### src/rtl/sequence_generator.sv
// Serial pattern transmitter: shifts PATTERN out MSB-first, repeated
// repeat_cnt+1 times with GAP idle cycles between repetitions.
//
// state  | meaning
// IDLE   | waiting for start; outputs low (done may pulse here)
// SEND   | driving pattern bit bit_idx on outp
// GAP    | idle spacing between repetitions, busy stays high
module sequence_generator #(
    parameter int                 SEQ_LEN = 4,
    parameter logic [SEQ_LEN-1:0] PATTERN = 4'b1011,
    parameter int                 GAP     = 2,
    parameter int                 CNT_W   = 4
) (
    input  logic             clock,
    input  logic             reset,
    input  logic             start,
    input  logic [CNT_W-1:0] repeat_cnt,
    input  logic             abort,
    output logic             outp,
    output logic             valid,
    output logic             busy,
    output logic             done
);

    localparam int IDX_W = $clog2(SEQ_LEN);
    localparam int GAP_W = (GAP > 1) ? $clog2(GAP) : 1;
    localparam logic [IDX_W-1:0] IDX_LAST = IDX_W'(SEQ_LEN - 1);

    typedef enum logic [1:0] {
        S_IDLE = 2'd0,
        S_SEND = 2'd1,
        S_GAP  = 2'd2
    } state_t;

    state_t           state;
    logic [IDX_W-1:0] bit_idx;
    logic [GAP_W-1:0] gap_cnt;
    logic [CNT_W-1:0] rep_left;

    always_ff @(posedge clock) begin
        if (reset) begin
            state    <= S_IDLE;
            bit_idx  <= '0;
            gap_cnt  <= '0;
            rep_left <= '0;
            outp     <= 1'b0;
            valid    <= 1'b0;
            busy     <= 1'b0;
            done     <= 1'b0;
        end else begin
            done <= 1'b0;
            case (state)
                S_IDLE: begin
                    if (start) begin
                        state    <= S_SEND;
                        rep_left <= repeat_cnt;
                        bit_idx  <= IDX_LAST;
                        outp     <= PATTERN[SEQ_LEN-1];
                        valid    <= 1'b1;
                        busy     <= 1'b1;
                    end else begin
                        outp  <= 1'b0;
                        valid <= 1'b0;
                        busy  <= 1'b0;
                    end
                end
                S_SEND: begin
                    if (abort) begin
                        state <= S_IDLE;
                        outp  <= 1'b0;
                        valid <= 1'b0;
                        busy  <= 1'b0;
                    end else if (bit_idx != '0) begin
                        bit_idx <= bit_idx - IDX_W'(1);
                        outp    <= PATTERN[bit_idx - IDX_W'(1)];
                    end else if (rep_left != '0) begin
                        rep_left <= rep_left - CNT_W'(1);
                        if (GAP > 0) begin
                            state   <= S_GAP;
                            gap_cnt <= GAP_W'(GAP - 1);
                            outp    <= 1'b0;
                            valid   <= 1'b0;
                        end else begin
                            bit_idx <= IDX_LAST;
                            outp    <= PATTERN[SEQ_LEN-1];
                        end
                    end else begin
                        state <= S_IDLE;
                        outp  <= 1'b0;
                        valid <= 1'b0;
                        busy  <= 1'b0;
                        done  <= 1'b1;
                    end
                end
                S_GAP: begin
                    if (abort) begin
                        state <= S_IDLE;
                        outp  <= 1'b0;
                        valid <= 1'b0;
                        busy  <= 1'b0;
                    end else if (gap_cnt == '0) begin
                        state   <= S_SEND;
                        bit_idx <= IDX_LAST;
                        outp    <= PATTERN[SEQ_LEN-1];
                        valid   <= 1'b1;
                    end else begin
                        gap_cnt <= gap_cnt - GAP_W'(1);
                    end
                end
                default: begin
                    state <= S_IDLE;
                    outp  <= 1'b0;
                    valid <= 1'b0;
                    busy  <= 1'b0;
                end
            endcase
        end
    end

endmodule
### config.mk
export PLATFORM = sky130hd
export DESIGN_NAME = sequence_generator
export DESIGN_NICKNAME = d
export VERILOG_FILES = /design/src/rtl/sequence_generator.sv
export SDC_FILE = /design/constraint.sdc
export NUM_CORES = 1
export LEC_CHECK = 0
export CORE_MARGIN = 1
export CORE_UTILIZATION = 55
export DETAILED_ROUTE_END_ITERATION = 12
export PLACE_DENSITY_LB_ADDON = 0.12
export SYNTH_ARGS = -nofsm -noshare
export SYNTH_HDL_FRONTEND = slang
export SYNTH_SLANG_ARGS = --single-unit
### constraint.sdc
create_clock -name clock -period 3.9 [get_ports clock]
set_clock_uncertainty 0.15 [all_clocks]
set_input_delay 0.585 -clock clock [delete_from_list [all_inputs] [get_ports clock]]
set_output_delay 0.585 -clock clock [all_outputs]
set_load 0.02 [all_outputs]
==> metrics.md, run 1 <==
| Metric | Value |
|---|---|
| Worst hold slack | 351 ps |
| Post-synth cell types | 38 |
| Synthesis-to-layout area growth | 15.9% |
| Met3 WL | 88 µm |
| Synth warnings | 0 |
| Crit path required time | 3910 ps |
| RSZ-0062 raised after global routing | no |
| Yosys top cell by area | dfxtp_1 |
| Slew margin rel. | 0.637 |
| Drt first pass iters | 4 |
| Vias per std cell | 6.23 |
| Critical Path Max Stage Delay | 600 ps |
| Antenna viol nets, final | 0 |
| Vias in the first global route | approximately 540 |
| EDFF count, synth | 0 |
| Clock Tree Buf Depth | 2 |
| Area of placed instances | 868 µm² |
| Final period util | 0.559 |
| Final setup fails | 0 |
| Critical path class | in -> reg |
| Ys async rst share | 0 |
| # H-tree levels | 1 |
| Global-route wire length before repair | 2500 µm |
| Post-Syn Instances | 88 |
| Maximum Capacitance Violations | 0 |
| Final setup TNS | 0 ps |
| Top_reg_cell synth | dfxtp_1 |
| Aggregate routed wire length | 1630 µm |
| Die W | 39.5 µm |
| Hold Path Origin | valid |
| Critical Path Sink Type | flip-flop |
| Residual DRC | 0 |
| Multi-input logic area | about 460 µm² |
| # fillers | 117 |
| Met2 routed WL | just over 700 µm |
| Initial Util | 0.593 |
| DP Worst Slack | 1460 ps |
| CP max stage cell | clkdlybuf4s50_1 |
| Worst skew pair latency | 280 ps |
| Leakage | 0.356 nW |
| GPL Wtd Cong | 0.803 |
| Sequential cell area | 260 µm² |
| Mapped Area | 772 µm² |
| Layout cells sized above 1 | 0.0816 |
| Diode count | 0 |
| Status | completed |
| Dominant cells by area after synthesis | dfxtp_1 34%, ha_1 4.9%, a21oi_1 4.5%, a21o_1 3.9%, nor2_1 3.4% |
| Worst vdd ir | 0.254 mV |
| Count leader, synth | dfxtp_1 |
| Post-Syn Nets | 99 |
| GRT overflow | 0 |
| FF+latch count, synth | 13 |
| Wire length on met1 | slightly below 800 µm |
| Initial DRC count | 21 |
| Placement Rows | 13 |
| Uppermost layer routed | met4 |
| Sink Count | 13 |
| Total power | roughly 320 µW |
| Commonest cells post-synth | 13 x dfxtp_1, 7 x a21oi_1, 7 x nor2_1 |
| Routed wire per std cell | 14.5 µm |
| Fin cells | between 100 and 150 |
| Worst Tran Pin Value | between 500 and 600 ps |
| Core Box Area | approximately 1300 µm² |
| Crit path DAT | about 2200 ps |
| IO Pins | 12 |
| Die Ht | 39.5 µm |
| FMAX | 458 MHz |
| Dpl hpwl | 1190 µm |
| Clock transition at path regs | 90 ps |
| R2R depth | 4 |
| Cells along the critical path | clkdlybuf4s50_1, nand3b_1, a221oi_2, o211a_1, nor3_1 |
| Reg-to-reg critical path startpoint | state[0] |
| Clock tree from TritonCTS | yes |
| Avg Cell Area, Syn | 8.77 µm² |
| Number of instances in the placed design | 109 |
| CTS-repair resized insts | 0 |
| DIE AREA | approximately 1600 µm² |
| CTS root buf | clkbuf_4 |
| Detailed-route via count | just over 700 |
| Final worst slack | 1720 ps |
| CTS Buf Count | 3 |
| Yosys top cell area share | 0.337 |
| Cts hold-fix bufs | 0 |
| Crit path max fanout | 13 |
| Largest net degree at the start of global routing | 16 |
| Fin util | 0.688 |
| Hold Crit Class | reg -> reg |
| Post-CTS setup buffers | 0 |
| Port Buffers | 11 |
| Sequential area share after synthesis | 0.337 |
| Hold Crit Depth | 1 |
| Finished Cell Area | 895 µm² |
| Pwr per Cell Area | about 360 nW/µm² |
| Critical Path Source | abort |
| Final Hold Violating Endpoints | 0 |
| Crit start category | primary input |
| GRT Util Overall | 0.248 |
| Initial antenna violation count | 0 |
| Final Critical Period | 2180 ps |
| Slew Viols, Final | 0 |
| Net count, final | 110 |
-- state kept, by name, summed over array words and instances (netlist names) --
name / cells
state: 2
busy: 1
done: 1
valid: 1
rep_left: 4
gap_cnt: 1
bit_idx: 2
outp: 1
-- cell usage in the layout, fill, tap and decap left out, types with 3 or more instances in the layout --
cell | netlist | routed
ha_1 | 3 | 3
a21o_1 | 4 | 4
inv_1 | 5 | 5
nand2_1 | 4 | 4
clkdlybuf4s50_1 | 0 | 11
dfxtp_1 | 13 | 13
clkbuf_4 | 0 | 3
nor3_1 | 5 | 5
a21oi_1 | 7 | 7
nor2_1 | 7 | 7
nand2b_1 | 4 | 4
-- routing by layer --
metal	GRT usage	up-vias
met2	0.352	27
met1	0.342	322
li1	-	351
met3	0.0341	4
met4	0.155	0
met5	0	-
-- area by class of cell --
class | count | area share
clock buffer | 4 | 0.0294
inverter | 6 | 0.0252
multi-input combinational | 64 | 0.510
sequential | 13 | 0.291
tap | 15 | 0.0210
timing repair buffer | 11 | 0.123
-- final timing paths --
check | slack (ps) | endpoint
hold reg to reg | 350 | valid
setup / recovery | 1720 | rep_left[1]
setup reg to reg | 1890 | busy
hold / removal | 350 | valid
-- kinds of logic after synthesis --
kind of cell / count (synthesis) / synth area share
compound gates: 26 / 0.256
fa+ha+maj: 3 / 0.0486
flops: 13 / 0.337
buf+inv: 11 / 0.0713
mux: 1 / 0.0146
simple gates: 34 / 0.272
-- where the power goes --
part / switching, mW / internal (mW)
registers: 0.0104 / 0.143
logic: 0.0439 / 0.0394
clock network: 0.0463 / 0.0397
-- worst max-delay path, delay by kind of cell --
family	cells	cell delay, ps
compound gates	2	670
buf+inv	1	600
simple gates	2	330
(Power assumes the default switching activity.)
==> run 2, diff against run 1 <==
- CORE_UTILIZATION: 55 -> 51
- clock period: 3.9 -> 2.2 ns (I/O delays scaled with it)
==> run 2 against run 1 <==
Sequential share of layout area down 0.98 points. Routed wire length fell by 2.5%. Via count increased by 0.14%.
==> metrics.md, run 2 (synthesis gave the netlist of run 1 again) <==
| Metric | Value |
|---|---|
| Slew margin rel. | 0.702 |
| Final Critical Period | 1930 ps |
| Commonest cells after routing, fill and taps aside | 13 x dfxtp_1, 11 x clkdlybuf4s50_1, 7 x a21oi_1, 7 x nor2_1 |
| Core Box Area | around 1400 µm² |
| Post-CTS setup buffers | 0 |
| Global-route wire length before repair | 2440 µm |
| Diode count | 0 |
| Critical Path Source | rep_left[0] |
| Reg-to-reg critical path startpoint | rep_left[0] |
| Fin cells | 117 |
| Leakage | 0.378 nW |
| Dpl hpwl | 1210 µm |
| IO Pins | 12 |
| Crit path required time | 2280 ps |
| Worst setup endpoint | busy |
| Clock transition at path regs | 80 ps |
| Antenna viol nets, final | 0 |
| Worst Tran Pin Value | between 400 and 500 ps |
| Residual DRC | 0 |
| Clock Tree Buf Depth | 2 |
| Die W | 40.9 µm |
| Sink Count | 13 |
| Status | completed |
| R2R depth | 6 |
| Final setup TNS | 0 ps |
| Max reg flops | 4 |
| Largest regs | rep_left: 4 flops, bit_idx: 2 flops, state: 2 flops |
| Port Buffers | 11 |
| CTS root buf | clkbuf_4 |
| Clock tree from TritonCTS | yes |
| Number of instances in the placed design | 113 |
| Vias in the first global route | between 500 and 600 |
| Largest net degree at the start of global routing | 12 |
| Pwr per Cell Area | 615 nW/µm² |
| Critical Path Sink Type | flip-flop |
| RSZ-0062 raised after global routing | no |
| Final period util | 0.877 |
| Crit path DAT | 2010 ps |
| Reg-to-reg slack, setup | 270 ps |
| Initial Util | 0.572 |
| Final setup fails | 0 |
| Crit start category | flip-flop |
| Layout cells sized above 1 | 0.127 |
| GRT Util Overall | 0.231 |
| GRT overflow | 0 |
| Synthesis-to-layout area growth | 19.9% |
| Routed wire per std cell | 13.6 µm |
| Most common cell after layout, fill and taps aside | dfxtp_1 |
| Maximum Capacitance Violations | 0 |
| Aggregate routed wire length | about 1600 µm |
| GPL Wtd Cong | 0.870 |
| Slew Viols, Final | 0 |
| Multi-input logic area | between 400 and 500 µm² |
| Sequential cell area | 260 µm² |
| FMAX | 518 MHz |
| Placement Rows | 13 |
| Vias per std cell | 6.03 |
| DIE AREA | 1670 µm² |
| Crit path max fanout | 6 |
| Initial DRC count | 20 |
| Initial antenna violation count | 0 |
| # fillers | 129 |
| Hold Crit Class | reg -> reg |
| Net count, final | around 110 |
| Drt first pass iters | 4 |
| Critical path class | reg -> reg |
| Worst skew pair latency | around 280 ps |
| Worst vdd ir | 0.396 mV |
| Biggest register | rep_left |
| FF-to-FF End | busy |
| CTS-repair resized insts | 0 |
| Die Ht | 40.9 µm |
| # H-tree levels | 1 |
| Cts hold-fix bufs | 0 |
| CTS Buf Count | 3 |
| Final Hold Violating Endpoints | 0 |
| Detailed-route via count | about 700 |
## run 2: changes by cell type in the layout (fill, tap and decap cells not counted)
| cell | delta |
|---|---|
| buf_4 | +4 |
| clkbuf_1 | -1 |
| clkinv_2 | +1 |
## run 2: critical path, stage by stage (launching register included)
cell,delay [ps]
dfxtp_1,340
inv_1,90
ha_1,220
nor3b_2,430
nor3_1,110
a2111oi_2,360
o22a_1,190
## run 2: worst min-delay path by stage
stage | from | to | cells after the start
6_report | valid | valid | 1
5_1_grt | valid | valid | 1
4_1_cts | valid | valid | 1
3_5_place_dp | valid | valid | 1
3_3_place_gp | valid | valid | 1
2_1_floorplan | gap_cnt | gap_cnt | 2
## run 2: metrics by stage
step           setup WS [ps]  hold slack, ps  total power, mW  area, µm²   util
2_1_floorplan            558             308            0.379        772      -
3_3_place_gp             276             315            0.424        898  0.665
4_1_cts                  301             346            0.575        926  0.686
6_report                 270             337            0.569        926  0.686
3_5_place_dp             219             322            0.427        898  0.665
5_1_grt                  197             363            0.604        926  0.686
## run 2: metal layers
layer,GRT usage,vias up,routed length (µm)
met3,0.0978,4,97
li1,-,352,-
met4,0.100,0,25
met1,0.309,327,806
met5,0,-,0
met2,0.316,22,662
## run 2: cell type report
class | instances | share of cell area
inverter | 6 | 0.0243
clock buffer | 3 | 0.0243
timing repair buffer | 15 | 0.151
multi-input combinational | 64 | 0.493
tap | 15 | 0.0203
clock inverter | 1 | 0.00541
sequential | 13 | 0.281
## run 2: where the power goes
group          internal, mW  switching (mW)
Combinational        0.0742          0.0787
Clock                0.0675          0.0782
Sequential            0.253          0.0173
==> run 3, diff against run 2 <==
- GPL_TIMING_DRIVEN: not set -> 0
==> run 3 against run 2 <==
Register-to-register slack better by 50 ps. Via count down 1.6%. Combinational power is essentially flat. Clock-buffer cell count grew 1. Highest routed layer unchanged.
==> metrics.md, run 3 (synthesis gave the netlist of run 1 again) <==
| Metric | Value |
|---|---|
| Worst vdd ir | 0.420 mV |
| Crit path max fanout | 6 |
| Synthesis-to-layout area growth | 20.1% |
| Most common cell after layout, fill and taps aside | dfxtp_1 |
| Final Hold Violating Endpoints | 0 |
| CTS root buf | clkbuf_4 |
| Diode count | 0 |
| Port Buffers | 11 |
| Largest net degree at the start of global routing | 11 |
| Status | completed |
| Maximum Capacitance Violations | 0 |
| Antenna viol nets, final | 0 |
| Vias in the first global route | 571 |
| # H-tree levels | 1 |
| Max reg flops | 4 |
| Final Critical Period | roughly 1900 ps |
| Leakage | roughly 0.38 nW |
| Sw power | 173 µW |
| IO Pins | 12 |
| Clock power frac | 0.257 |
| Crit path required time | between 2000 and 2500 ps |
| Residual DRC | 0 |
| DIE AREA | 1670 µm² |
| Clock transition at path regs | 80 ps |
| FMAX | 533 MHz |
| Final setup TNS | 0 ps |
| Crit start category | flip-flop |
| Die W | 40.9 µm |
| Layout cells sized above 1 | 0.117 |
| Vias per std cell | about 5.9 |
| Dpl hpwl | roughly 1200 µm |
| Placement Rows | 13 |
| Net count, final | 115 |
| Sink Count | 13 |
| Final period util | 0.853 |
| Seq pwr share | 0.469 |
| Final setup fails | 0 |
| Critical Path Sink Type | flip-flop |
| CP max stage cell | nor3b_2 |
| Drt first pass iters | 4 |
| Worst Tran Pin Value | 479 ps |
| Biggest register | rep_left |
| # fillers | 122 |
| RSZ-0062 raised after global routing | no |
| Crit path buffers/inverters | 1 |
| Pwr per Cell Area | between 600 and 700 nW/µm² |
| Net Sw Frac | 0.303 |
| Internal | around 400 µW |
| Cts hold-fix bufs | 0 |
| Die Ht | 40.9 µm |
| Largest regs | rep_left: 4 flops, bit_idx: 2 flops, state: 2 flops |
| Number of instances in the placed design | 114 |
| Hold Crit Class | reg -> reg |
| Initial DRC count | 17 |
| Initial antenna violation count | 0 |
| Gate power share | 0.274 |
| GRT Util Overall | 0.238 |
| Critical Path Max Stage Delay | 410 ps |
| Clock tree from TritonCTS | yes |
| Core Box Area | 1350 µm² |
| Post-CTS setup buffers | 0 |
| Initial Util | 0.572 |
| Aggregate routed wire length | 1680 µm |
| Global-route wire length before repair | ~2600 µm |
| Routed wire per std cell | 14.3 µm |
| Fin cells | 118 |
| GRT overflow | 0 |
| Slew margin rel. | 0.680 |
| Clock Tree Buf Depth | 2 |
| Commonest cells after routing, fill and taps aside | 13 x dfxtp_1, 11 x clkdlybuf4s50_1, 7 x a21oi_1, 7 x nor2_1 |
| Detailed-route via count | 694 |
| Slew Viols, Final | 0 |
| GPL Wtd Cong | 0.852 |
| CTS-repair resized insts | 0 |
| CTS Buf Count | 3 |
| Critical path class | reg -> reg |
| Critical path's top delay family | simple AND/OR/NAND/NOR gates |
| Worst skew pair latency | 280 ps |
| Cells along the critical path | inv_1, ha_1, nor3b_2, nor3_1, a2111oi_2, o22a_1 |
| Crit path DAT | 1950 ps |
run 3: cell types whose count changed in the layout (fill, tap and decap cells not counted), sizes merged:
cell,delta
clkbuf,+2
clkinv,-1
run 3: area by class of cell:
| type | count | area, µm² | area share |
|---|---|---|---|
| plain buffers | 5 | 32.5 | 0.0351 |
| clock buffers | 4 | 26.3 | 0.0283 |
| inverters | 6 | 22.5 | 0.0243 |
| multi-input cells | 64 | 457 | 0.493 |
| flip-flops and latches | 13 | 260 | 0.281 |
| well taps | 15 | 18.8 | 0.0202 |
| repair buffers | 11 | 110 | 0.119 |
run 3: through the flow:
step / utilization / hold WS (ps) / area (µm²) / total power [mW] / worst slack, ps
floorplan: - / 308 / 772 / 0.379 / 558
global placement: 0.667 / 315 / 901 / 0.423 / 279
finish: 0.687 / 345 / 927 / 0.570 / 323
CTS: 0.687 / 351 / 927 / 0.574 / 328
detailed placement: 0.667 / 325 / 901 / 0.427 / 271
global route: 0.687 / 364 / 927 / 0.601 / 224
run 3: worst paths after layout:
path | from | slack, ps | depth (start not counted) | endpoint
worst max register to register | rep_left[0] | 320 | 6 | busy
worst max-delay path | rep_left[0] | 320 | 6 | busy
worst min register to register | valid | 350 | 1 | valid
worst min-delay path | valid | 350 | 1 | valid
run 3: metal layers:
metal	share of wire	vias up	global-route usage
met4	0.015	0	0.100
met5	0	-	0
met3	0.046	4	0.0489
li1	-	355	-
met1	0.50	317	0.333
met2	0.44	18	0.348
run 3: power by group through the flow:
stage / clock network, mW / registers, mW / logic [mW]
after CTS: 0.152 / 0.267 / 0.155
after floorplan: 0 / 0.275 / 0.105
final: 0.147 / 0.268 / 0.156
after global routing: 0.162 / 0.269 / 0.170
after detailed placement: 0 / 0.273 / 0.154
after global placement: 0 / 0.272 / 0.151
